$ cat config.mk
export PLATFORM = sky130hd
export DESIGN_NAME = jam_host
export DESIGN_NICKNAME = d
export VERILOG_FILES = /design/src/rtl/jam_host.sv
export SDC_FILE = /design/constraint.sdc
export NUM_CORES = 1
export LEC_CHECK = 0
export CORE_MARGIN = 1.5
export CORE_UTILIZATION = 50
export DETAILED_ROUTE_END_ITERATION = 16
export PLACE_DENSITY = 0.65
export SYNTH_ARGS = -nofsm -noshare
export SYNTH_HDL_FRONTEND = slang
export SYNTH_SLANG_ARGS = --single-unit
$ cat constraint.sdc
create_clock -name clk -period 5.1 [get_ports clk]
set_input_delay 0.765 -clock clk [delete_from_list [all_inputs] [get_ports clk]]
set_output_delay 0.765 -clock clk [all_outputs]
set_load 0.005 [all_outputs]
$ cat src/rtl/jam_host.sv
// Host-side driver and checker for the JAM job-assignment engine: buffers an 8x8
// cost matrix, streams it to JAM, then validates the 8-beat assignment answer.
module jam_host #(
   parameter int TIMEOUT = 3000,
   parameter int TO_W    = 12
) (
   input  logic       clk,
   input  logic       rst_n,
   input  logic       ld_valid,
   input  logic [6:0] ld_cost,
   input  logic       start,
   output logic       in_valid,
   output logic [6:0] in_cost,
   input  logic       out_valid,
   input  logic [3:0] out_job,
   input  logic [9:0] out_cost,
   output logic       busy,
   output logic       done,
   output logic       pass,
   output logic [2:0] err_code,
   output logic [9:0] calc_cost
);

   typedef enum logic [2:0] {
      EMPTY, LOAD, READY, SEND, WAIT, RECV, CHECK, DONE
   } state_t;

   state_t state, state_nx;

   logic [6:0]      buffer [64];
   logic [5:0]      ld_cnt;
   logic [5:0]      snd_idx;
   logic [TO_W-1:0] to_cnt;
   logic [2:0]      beat;
   logic [7:0]      seen;
   logic [9:0]      ref_cost;
   logic [9:0]      calc_q;
   logic [2:0]      err_q;

   logic       idle_sel;
   logic       load_beat;
   logic       load_new;
   logic       go;
   logic       beat_take;
   logic       to_expire;
   logic [2:0] beat_idx;
   logic [2:0] job_lo;
   logic       job_ok;
   logic       job_dup;
   logic       cost_bad;
   logic [2:0] beat_err;
   logic [6:0] pick;

   assign idle_sel  = (state == READY) || (state == DONE);
   assign load_beat = ((state == EMPTY) || (state == LOAD)) && ld_valid;
   assign load_new  = idle_sel && ld_valid;
   assign go        = idle_sel && start && !ld_valid;
   assign beat_take = ((state == WAIT) || (state == RECV)) && out_valid;
   assign to_expire = (state == WAIT) && !out_valid && (to_cnt == TO_W'(TIMEOUT - 1));

   // The beat accepted in WAIT is worker 0; RECV then walks workers 1..7.
   assign beat_idx = (state == WAIT) ? 3'd0 : beat;
   assign job_lo   = out_job[2:0] - 3'd1;
   assign job_ok   = (out_job >= 4'd1) && (out_job <= 4'd8);
   assign job_dup  = job_ok && seen[job_lo];
   assign cost_bad = (state == RECV) && (out_cost != ref_cost);
   assign pick     = buffer[{beat_idx, job_lo}];

   always_comb begin
      beat_err = 3'd0;
      if (!job_ok)
         beat_err = 3'd3;
      else if (job_dup)
         beat_err = 3'd4;
      else if (cost_bad)
         beat_err = 3'd6;
   end

   always_ff @(posedge clk or negedge rst_n) begin
      if (!rst_n)
         state <= EMPTY;
      else
         state <= state_nx;
   end

   always_comb begin
      state_nx  = state;
      in_valid  = 1'b0;
      in_cost   = 7'd0;
      busy      = 1'b0;
      done      = 1'b0;
      pass      = 1'b0;
      err_code  = err_q;
      calc_cost = calc_q;
      case (state)
         EMPTY, LOAD: begin
            if (ld_valid)
               state_nx = (ld_cnt == 6'd63) ? READY : LOAD;
         end
         READY: begin
            if (ld_valid)
               state_nx = LOAD;
            else if (start)
               state_nx = SEND;
         end
         SEND: begin
            in_valid = 1'b1;
            in_cost  = buffer[snd_idx];
            busy     = 1'b1;
            if (snd_idx == 6'd63)
               state_nx = WAIT;
         end
         WAIT: begin
            busy = 1'b1;
            if (out_valid)
               state_nx = RECV;
            else if (to_expire)
               state_nx = DONE;
         end
         RECV: begin
            busy = 1'b1;
            if (!out_valid)
               state_nx = DONE;
            else if (beat == 3'd7)
               state_nx = CHECK;
         end
         CHECK: begin
            busy     = 1'b1;
            state_nx = DONE;
         end
         DONE: begin
            done = 1'b1;
            pass = (err_q == 3'd0);
            if (ld_valid)
               state_nx = LOAD;
            else if (start)
               state_nx = SEND;
         end
         default: state_nx = EMPTY;
      endcase
   end

   // Matrix storage is deliberately not reset so it can be re-sent after DONE.
   always_ff @(posedge clk) begin
      if (load_beat)
         buffer[ld_cnt] <= ld_cost;
      else if (load_new)
         buffer[0] <= ld_cost;
   end

   always_ff @(posedge clk or negedge rst_n) begin
      if (!rst_n) begin
         ld_cnt   <= 6'd0;
         snd_idx  <= 6'd0;
         to_cnt   <= '0;
         beat     <= 3'd0;
         seen     <= 8'd0;
         ref_cost <= 10'd0;
         calc_q   <= 10'd0;
         err_q    <= 3'd0;
      end else begin
         if (load_beat)
            ld_cnt <= ld_cnt + 6'd1;
         if (load_new) begin
            ld_cnt <= 6'd1;
            err_q  <= 3'd0;
         end
         if (go) begin
            snd_idx <= 6'd0;
            to_cnt  <= '0;
            beat    <= 3'd0;
            seen    <= 8'd0;
            calc_q  <= 10'd0;
            err_q   <= 3'd0;
         end
         if (state == SEND) begin
            snd_idx <= snd_idx + 6'd1;
            to_cnt  <= '0;
         end
         if ((state == WAIT) && !out_valid) begin
            to_cnt <= to_cnt + 1'b1;
            if (to_expire && (err_q == 3'd0))
               err_q <= 3'd1;
         end
         // Only the first error sticks; later beats still accumulate if legal.
         if (beat_take) begin
            if (state == WAIT)
               ref_cost <= out_cost;
            if (job_ok && !job_dup) begin
               seen[job_lo] <= 1'b1;
               calc_q       <= calc_q + {3'b000, pick};
            end
            if ((err_q == 3'd0) && (beat_err != 3'd0))
               err_q <= beat_err;
            beat <= beat_idx + 3'd1;
         end
         if ((state == RECV) && !out_valid && (err_q == 3'd0))
            err_q <= 3'd2;
         if ((state == CHECK) && (err_q == 3'd0) && (calc_q != ref_cost))
            err_q <= 3'd5;
      end
   end

endmodule

# Yosys cells after proc, flatten, opt, wreduce, memory -nomap -nowiden
# Memory sizes are Yosys's and may differ from the RTL's.
# Cells that the tools add are included.
# word_totals
mem_bits_rw	448
wordCells	130
regBits	61
n_memories	1
output_inout_bits	24
# memory_table
memory	words	word_bits	rd	rd_clocked_by_memory_dff	write_ports	line_no	rtl
buffer	64	7	2	0	1	30	logic [6:0] buffer [64];
# classes
reduce_logical	37
n_mux	54
eq_ne	18
addsub	6
bitwise	1
n_lt_le_gt_ge	4
# op_table
op	count
$mux W3	22
$mux W12	3
$mux W10	3
$mux W6	5
$mux W8	3
$ne A10 B10 Y1	2
$logic_and A1 B1 Y1	18
$pmux W3 S6	1
$eq A3 B3 Y1 const B	5
$mux W7	2
$add A12 B1 Y12 const B	1
$add A6 B1 Y6 const B	2
$eq A12 B12 Y1 const B	1
$eq A6 B6 Y1 const B	2
$mux W1	12
$add A10 B7 Y10	1
$or A8 B8 Y8	1
$reduce_or A7 Y1	1
$eq A3 B2 Y1 const B	2
$logic_not A3 Y1	2
$ne A3 B3 Y1 const B	2
$reduce_bool A2 Y1	3
$reduce_bool A3 Y1	2
$reduce_and A5 Y1	1
17 further kinds	23

# Longest topological paths before layout
# Gate-level depths: netlist (run 1).
# logic_depth
word_depth	12
depth_mapped	24
ltp_nobuf	17

# Least setup slack after synthesis (run 1)
# OpenSTA, ideal clock, no wires.
# synth_timing
kind	input port to flip-flop
start	in out_job[0]
end	reg calc_q[8] (netlist: calc_cost[8])
setup_ns	0.079
path_buffers	8
arrival_ns	4.789
setup_slack_ns	0.231
required_time_ns	5.021
cell_stages	22
cell_sequence	buf_4 clkinv_1 clkbuf_1 clkbuf_1 ha_1 buf_2 buf_2 buf_2 buf_4 clkbuf_1 o21ai_0 a211o_1 nand4_1 ha_1 inv_1 fa_1 nor2b_1 o21ai_0 nand2_1 nand2_1 a2111oi_2 mux2i_1
# synth_between
elab_chain_len	8
word_cells_on_any_way	13
# synth_rtl
item	line_no	rtl
start: declaration	15	input logic [3:0] out_job,
branches (longest 6 deep; another with $add A10 B7 Y10)	n/a	
$mux W10 *	189	if (job_ok && !job_dup) begin
$mux W10 *	186	if (beat_take) begin
end signal: assignment	191	calc_q <= calc_q + {3'b000, pick};
end: declaration	37	logic [9:0] calc_q;
# Every way passes the cells marked *. The select of a mux whose other input is x is not followed.
# A chain may end at the register's enable or synchronous reset.

# Worst setup path in the final report (run 1)
# layout_timing
start	reg snd_idx[1]
end	out in_cost[2]
# layout_between
elab_chain_len	2
# layout_rtl
item	line_no	rtl
start: declaration	32	logic [5:0] snd_idx;
start signal: assignment	177	snd_idx <= snd_idx + 6'd1;
$mem_v2 Z64 W7	n/a	
$mux W7	95	case (state)
end: declaration	13	output logic [6:0] in_cost,
# Every way passes these cells.

==> results of run 1 <==
## cells in the mapped netlist (14+ instances only)
master	count
nor2b_1	15
buf_2	56
a21oi_1	51
nand2_1	153
mux2i_1	61
o211ai_1	26
mux4_2	147
a31oi_1	35
mux2_2	36
and3_1	34
nor3_1	17
edfxtp_1	448
nand4_1	15
clkbuf_1	51
dfrtp_1	61
nor2_1	113
nand3_1	108
a22oi_1	17
buf_4	20
a311oi_1	14
o21ai_0	70
xor2_1	20
## metrics by stage
stage	hold WS, ps	setup TNS [ps]	utilization [%]
2_1_floorplan	437	0	-
3_3_place_gp	457	-0.171	54.2
3_5_place_dp	470	-28.8	54.2
4_1_cts	328	0	57.7
5_1_grt	390	0	57.7
6_report	296	0	57.7
## cells by family (layout without fill, tap and decap cells)
family,Yosys count,in the layout,synth area share (%)
xor+xnor,30,30,1.04
simple gates,503,503,9.36
buf+inv,152,309,3.09
mux,245,245,17.3
flops,509,509,59.5
other cells,0,1,0
compound gates,332,332,9.03
fa+ha+maj,14,14,0.725
## state kept, by name, indices dropped and copies added, names as in the netlist
signal / cells
beat: 3
buffer: 448
calc_cost: 10
err_code: 3
ld_cnt: 6
ref_cost: 10
seen: 8
snd_idx: 6
state: 3
to_cnt: 12
## layout make-up
type	count	area share, %
sequential	509	52.0
multi-input combinational	1124	32.9
timing repair buffer	196	6.05
clock buffer	69	4.96
tap	672	2.92
clock inverter	31	1.01
inverter	13	0.169
antenna	1	0.00868
## worst reg2reg max path: stages (launching register included)
cell       delay [ps]
dfrtp_1           360
buf_4             180
or3b_1            400
nand2_1           170
inv_2             240
a21o_1            240
a2111oi_0         580
a211o_1           290
nand4_1           110
buf_4             180
ha_1              190
inv_1              80
fa_1              200
nor2b_1            50
o21ai_0           220
a21boi_0          160
o21a_1            200
o21a_1            170
o31ai_1           200
## power groups by stage
stage	clock network, mW	logic [mW]	registers, mW
6_report	3.91	4.81	5.15
5_1_grt	4.08	5.08	5.17
3_5_place_dp	0	4.71	5.22
4_1_cts	3.92	4.74	5.14
3_3_place_gp	0	4.67	5.21
2_1_floorplan	0	3.05	4.96
## per-layer routing
| metal | up-vias | GRT usage (%) | part of all wire (%) |
|---|---|---|---|
| li1 | 7372 | - | - |
| met1 | 8882 | 44.9 | 39 |
| met2 | 1225 | 47.2 | 45 |
| met3 | 218 | 5.85 | 11 |
| met4 | 2 | 15.1 | 5.0 |
| met5 | - | 0 | 0.014 |
## final timing paths
kind                            startpoint            to  slack [ps]  cells past startpoint
worst max register to register    state[1]  calc_cost[6]         750                     18
worst min-delay path                 rst_n     to_cnt[6]         300                      2
max in group asynchronous            rst_n    snd_idx[0]        4200                      2
worst max-delay path            snd_idx[1]    in_cost[2]         230                      7
min in group clk                 to_cnt[9]     to_cnt[9]         480                      1
worst min register to register   to_cnt[9]     to_cnt[9]         480                      1
==> results.json, run 1 <==
{
  "yosysWarnings": 0,
  "die_y_um": 227,
  "antenna_found_initial": 2,
  "max_clock_freq_ghz": 0.205,
  "die_w_um": 227,
  "synth_top_area_share_pct": 53.4,
  "synth_area_mm2": 0.0252,
  "netlist_instances": 1785,
  "cap_violations": 0,
  "syn-num-nets": 1825,
  "worstSetupStartpointType": "flip-flop",
  "cts_tree": "built",
  "cts_buffers": 54,
  "ys_top_cells_by_area": "edfxtp_1, mux4_2, dfrtp_1",
  "num_vias": 17700,
  "comb_power_share_pct": 34.7,
  "multi_input_area_mm2": 0.00947,
  "worst_ep_arrival_time_ps": 4100,
  "dp.cells": 2514,
  "hold_buffers": 0,
  "htreeDepth": 2,
  "fillerInstances": 3954,
  "ctsResizeCount": 0,
  "clkPwrFrac_pct": 28.2,
  "clkTransAtPathRegs_ps": 60,
  "dp_slack_ps": -28.8,
  "final_cells": 2615,
  "setup_viol": 0,
  "grt_first_pass_wirelength_um": 117000,
  "grt_max_degree": 68,
  "first_pass_iters": 6,
  "tightestPinTransition_ps": 1320,
  "finalHoldViolations": 0,
  "ys_ff_latch": 509,
  "synth-edff-count": 448,
  "area_delta_synth_final_pct": 14.4,
  "drtAntennaViolNets": 0,
  "seq_power_share_pct": 37.1,
  "gp_congestion": 0.960,
  "clock_latency_ps": 620,
  "crit_chain": "mux4_2 > nor2b_1 > a2111oi_0 > nor3_1 > a31oi_1 > o211ai_1 > clkdlybuf4s50_1",
  "min_path_type": "primary input to asynchronous set/reset pin",
  "die_area_mm2": 0.0517,
  "dr.first_iter.drc_count": 2495,
  "critPathBufInv": 1,
  "p_sw_share_pct": 33.7,
  "fin_nets": 1938,
  "cts_root_buf": "clkbuf_16",
  "path_max_fanout": 25,
  "cts_sinks": 509,
  "grt_pass1_vias": 17200,
  "cts_setup_buffers": 0,
  "cp.required_ps": 4340,
  "min_period_ps": 4870,
  "synth_largest_area_cell": "edfxtp_1",
  "p_leak_nw": 9.69,
  "peakVddDrop_v": 0.000248,
  "placed_area_mm2": 0.0271,
  "timing.slew.headroom_pct": 11.8,
  "track_usage_pct": 31.6,
  "initial_core_util_pct": 50.4,
  "total_power_mw": 13.9,
  "portBuffers": 49,
  "rsz0062_at_grt": "false",
  "fin_skew_ps": 28.3,
  "cpPeakStageDelay_ps": 900,
  "wl_per_cell_um": 30.7,
  "wl_um": 80200,
  "synthDistinctLibCells": 76,
  "period_share_pct": 95.4,
  "drive_gt1_share_pct": 22.4,
  "postSynth.asyncResetShare_pct": 12.0,
  "row_count": 82,
  "status": "complete, no violations",
  "final_cell_mix": "edfxtp_1, nand2_1, mux4_2, buf_4, nor2_1",
  "crit_type": "flip-flop to output port",
  "p_sw_mw": 4.67,
  "grt_overflow": 0,
  "cpLargestDelayFamily": "compound AO/OA/AOI/OAI gates",
  "vias_per_cell": 6.77,
  "crit_slowest_cell": "dfrtp_4",
  "setup_slack_ps": 233,
  "slew_viol_final": 0,
  "route.detailed.drc": 0,
  "synth.avg_cell_area_um2": 14.1,
  "hpwl_um": 54100,
  "p_per_area_mw_per_mm2": 481,
  "end_kind": "output port",
  "final_common_cell": "edfxtp_1",
  "ios": 50,
  "final_area_mm2": 0.0288,
  "cts_buffer_depth": 3,
  "seq_area_frac_synth_pct": 59.5,
  "p_int_mw": 9.20,
  "core_mm2": 0.0500,
  "ys.flop_type": "edfxtp_1",
  "ff_latch_area_mm2": 0.0150
}
No activity file was read; power rests on OpenSTA's default activity.
==> run 2: changes to the inputs <==
--- a/config.mk
+++ b/config.mk
@@ -5,6 +5,7 @@
 export SDC_FILE = /design/constraint.sdc
 export NUM_CORES = 1
 export LEC_CHECK = 0
+export CAP_MARGIN = 25
 export CORE_MARGIN = 1.5
 export CORE_UTILIZATION = 50
 export DETAILED_ROUTE_END_ITERATION = 16
==> constraint.sdc (replaced) <==
create_clock -name clk -period 6.05 [get_ports clk]
set_input_delay 0.9075 -clock clk [delete_from_list [all_inputs] [get_ports clk]]
set_output_delay 0.9075 -clock clk [all_outputs]
set_load 0.005 [all_outputs]
==> run 2 against run 1 <==
  * Largest cell class unchanged
  * Critical endpoint is now calc_cost[9]
  * Combinational power down 22%
  * Sequential power down 16%
  * Utilization down 1.4 points
  * Setup slack better by 520 ps
  * Non-clock buffer count down 86
  * Cell count down 3.3%
  * Die area unchanged
  * Flip-flop and latch count unchanged
==> results.json, run 2 (synthesis results as in run 1) <==
{
  "status": "complete, no violations",
  "core_mm2": 0.0500,
  "path_max_fanout": 44,
  "wl_per_cell_um": 31.0,
  "grt_pass1_vias": 16500,
  "dr.first_iter.drc_count": 2478,
  "cts_buffers": 55,
  "worst_ep_arrival_time_ps": 5770,
  "tns_ps": 0,
  "cts_setup_buffers": 0,
  "htreeDepth": 2,
  "wl_um": 78400,
  "min_path_type": "primary input to asynchronous set/reset pin",
  "grt_max_degree": 67,
  "vias_per_cell": 6.85,
  "fin_nets": 1853,
  "final_area_mm2": 0.0281,
  "die_y_um": 227,
  "period_share_pct": 87.5,
  "clkTransAtPathRegs_ps": 60,
  "whs_ps": 470,
  "top_register": "buffer",
  "crit_type": "primary input to flip-flop",
  "die_area_mm2": 0.0517,
  "final_common_cell": "edfxtp_1",
  "cts_buffer_depth": 3,
  "initial_core_util_pct": 50.4,
  "drive_gt1_share_pct": 18.7,
  "cts_sinks": 509,
  "gp_congestion": 0.943,
  "clock_latency_ps": 610,
  "final_cell_mix": "edfxtp_1, nand2_1, mux4_2, nor2_1, nand3_1",
  "rsz0062_at_grt": "false",
  "fillerInstances": 3940,
  "peakVddDrop_v": 0.000234,
  "cp.required_ps": 6530,
  "setup_viol": 0,
  "route.detailed.drc": 0,
  "slew_viol_final": 0,
  "p_per_area_mw_per_mm2": 404,
  "grt_first_pass_wirelength_um": 114000,
  "p_leak_nw": 9.26,
  "finalHoldViolations": 0,
  "ctsResizeCount": 0,
  "placed_area_mm2": 0.0264,
  "timing.slew.headroom_pct": 29.2,
  "first_pass_iters": 6,
  "reg.largest.list": "buffer (448), to_cnt (12)",
  "tightestPinTransition_ps": 1060,
  "min_period_ps": 5290,
  "end_kind": "flip-flop",
  "row_count": 82,
  "portBuffers": 49,
  "hpwl_um": 50900,
  "cts_tree": "built",
  "cap_violations": 0,
  "drtAntennaViolNets": 0,
  "area_delta_synth_final_pct": 11.6,
  "ios": 50,
  "hold_buffers": 0,
  "fin_skew_ps": 19.5,
  "max_clock_freq_ghz": 0.189,
  "grt_overflow": 0,
  "fin_util_pct": 56.3,
  "cts_root_buf": "clkbuf_16",
  "worstSetupStartpointType": "primary input",
  "track_usage_pct": 30.9,
  "largest_register_ffs": 448,
  "antenna_found_initial": 3,
  "num_vias": 17300,
  "die_w_um": 227
}
## run 2: path summary, 6_finish.rpt
check,from,end,slack (ps),cells past startpoint
worst max register to register,state[2],calc_cost[9],1220,14
worst min-delay path,rst_n,to_cnt[5],470,2
worst max-delay path,out_job[1],calc_cost[9],760,16
max in group asynchronous,rst_n,snd_idx[0],5010,2
worst min register to register,to_cnt[9],to_cnt[9],470,1
min in group clk,to_cnt[9],to_cnt[9],470,1
## run 2: final cells by class
class	count	area (µm²)	share of cell area [%]
flip-flops and latches	509	15000	53.3
multi-input cells	1124	9480	33.7
clock buffers	68	1470	5.22
repair buffers	110	1010	3.59
well taps	672	841	2.99
clock inverters	32	274	0.975
inverters	13	48.8	0.174
diodes	1	2.50	0.00890
## run 2: per-stage QoR
step	cells	total power, mW	setup WS, ps
floorplan	1785	6.76	1040
global placement	2425	8.00	421
detailed placement	2428	8.04	290
CTS	2528	11.3	919
global route	2528	11.7	668
finish	2529	11.4	756
## run 2: power by group
group / internal (mW) / total (mW) / switching [mW]
Combinational: 1.61 / 3.74 / 2.13
Clock: 1.92 / 3.29 / 1.37
Sequential: 4.01 / 4.33 / 0.318
## run 2: critical path, cell delays in order
cell and delay [ps]:
clkdlybuf4s50_1 460, inv_1 80, ha_4 200, xor2_4 730, buf_12 350, mux4_2 340
mux2i_1 330, a211oi_1 230, or4_1 610, ha_1 340, o21ai_0 90, nor2_1 190
o21ai_0 150, a21o_1 240, o311ai_0 330, o41ai_1 130
## run 2: routing by layer
metal	global-route usage (%)	part of all wire (%)	vias up
li1	-	-	7209
met1	44.7	39	8716
met2	45.5	44	1227
met3	6.09	12	179
met4	14.0	4.8	4
met5	0	0.029	-
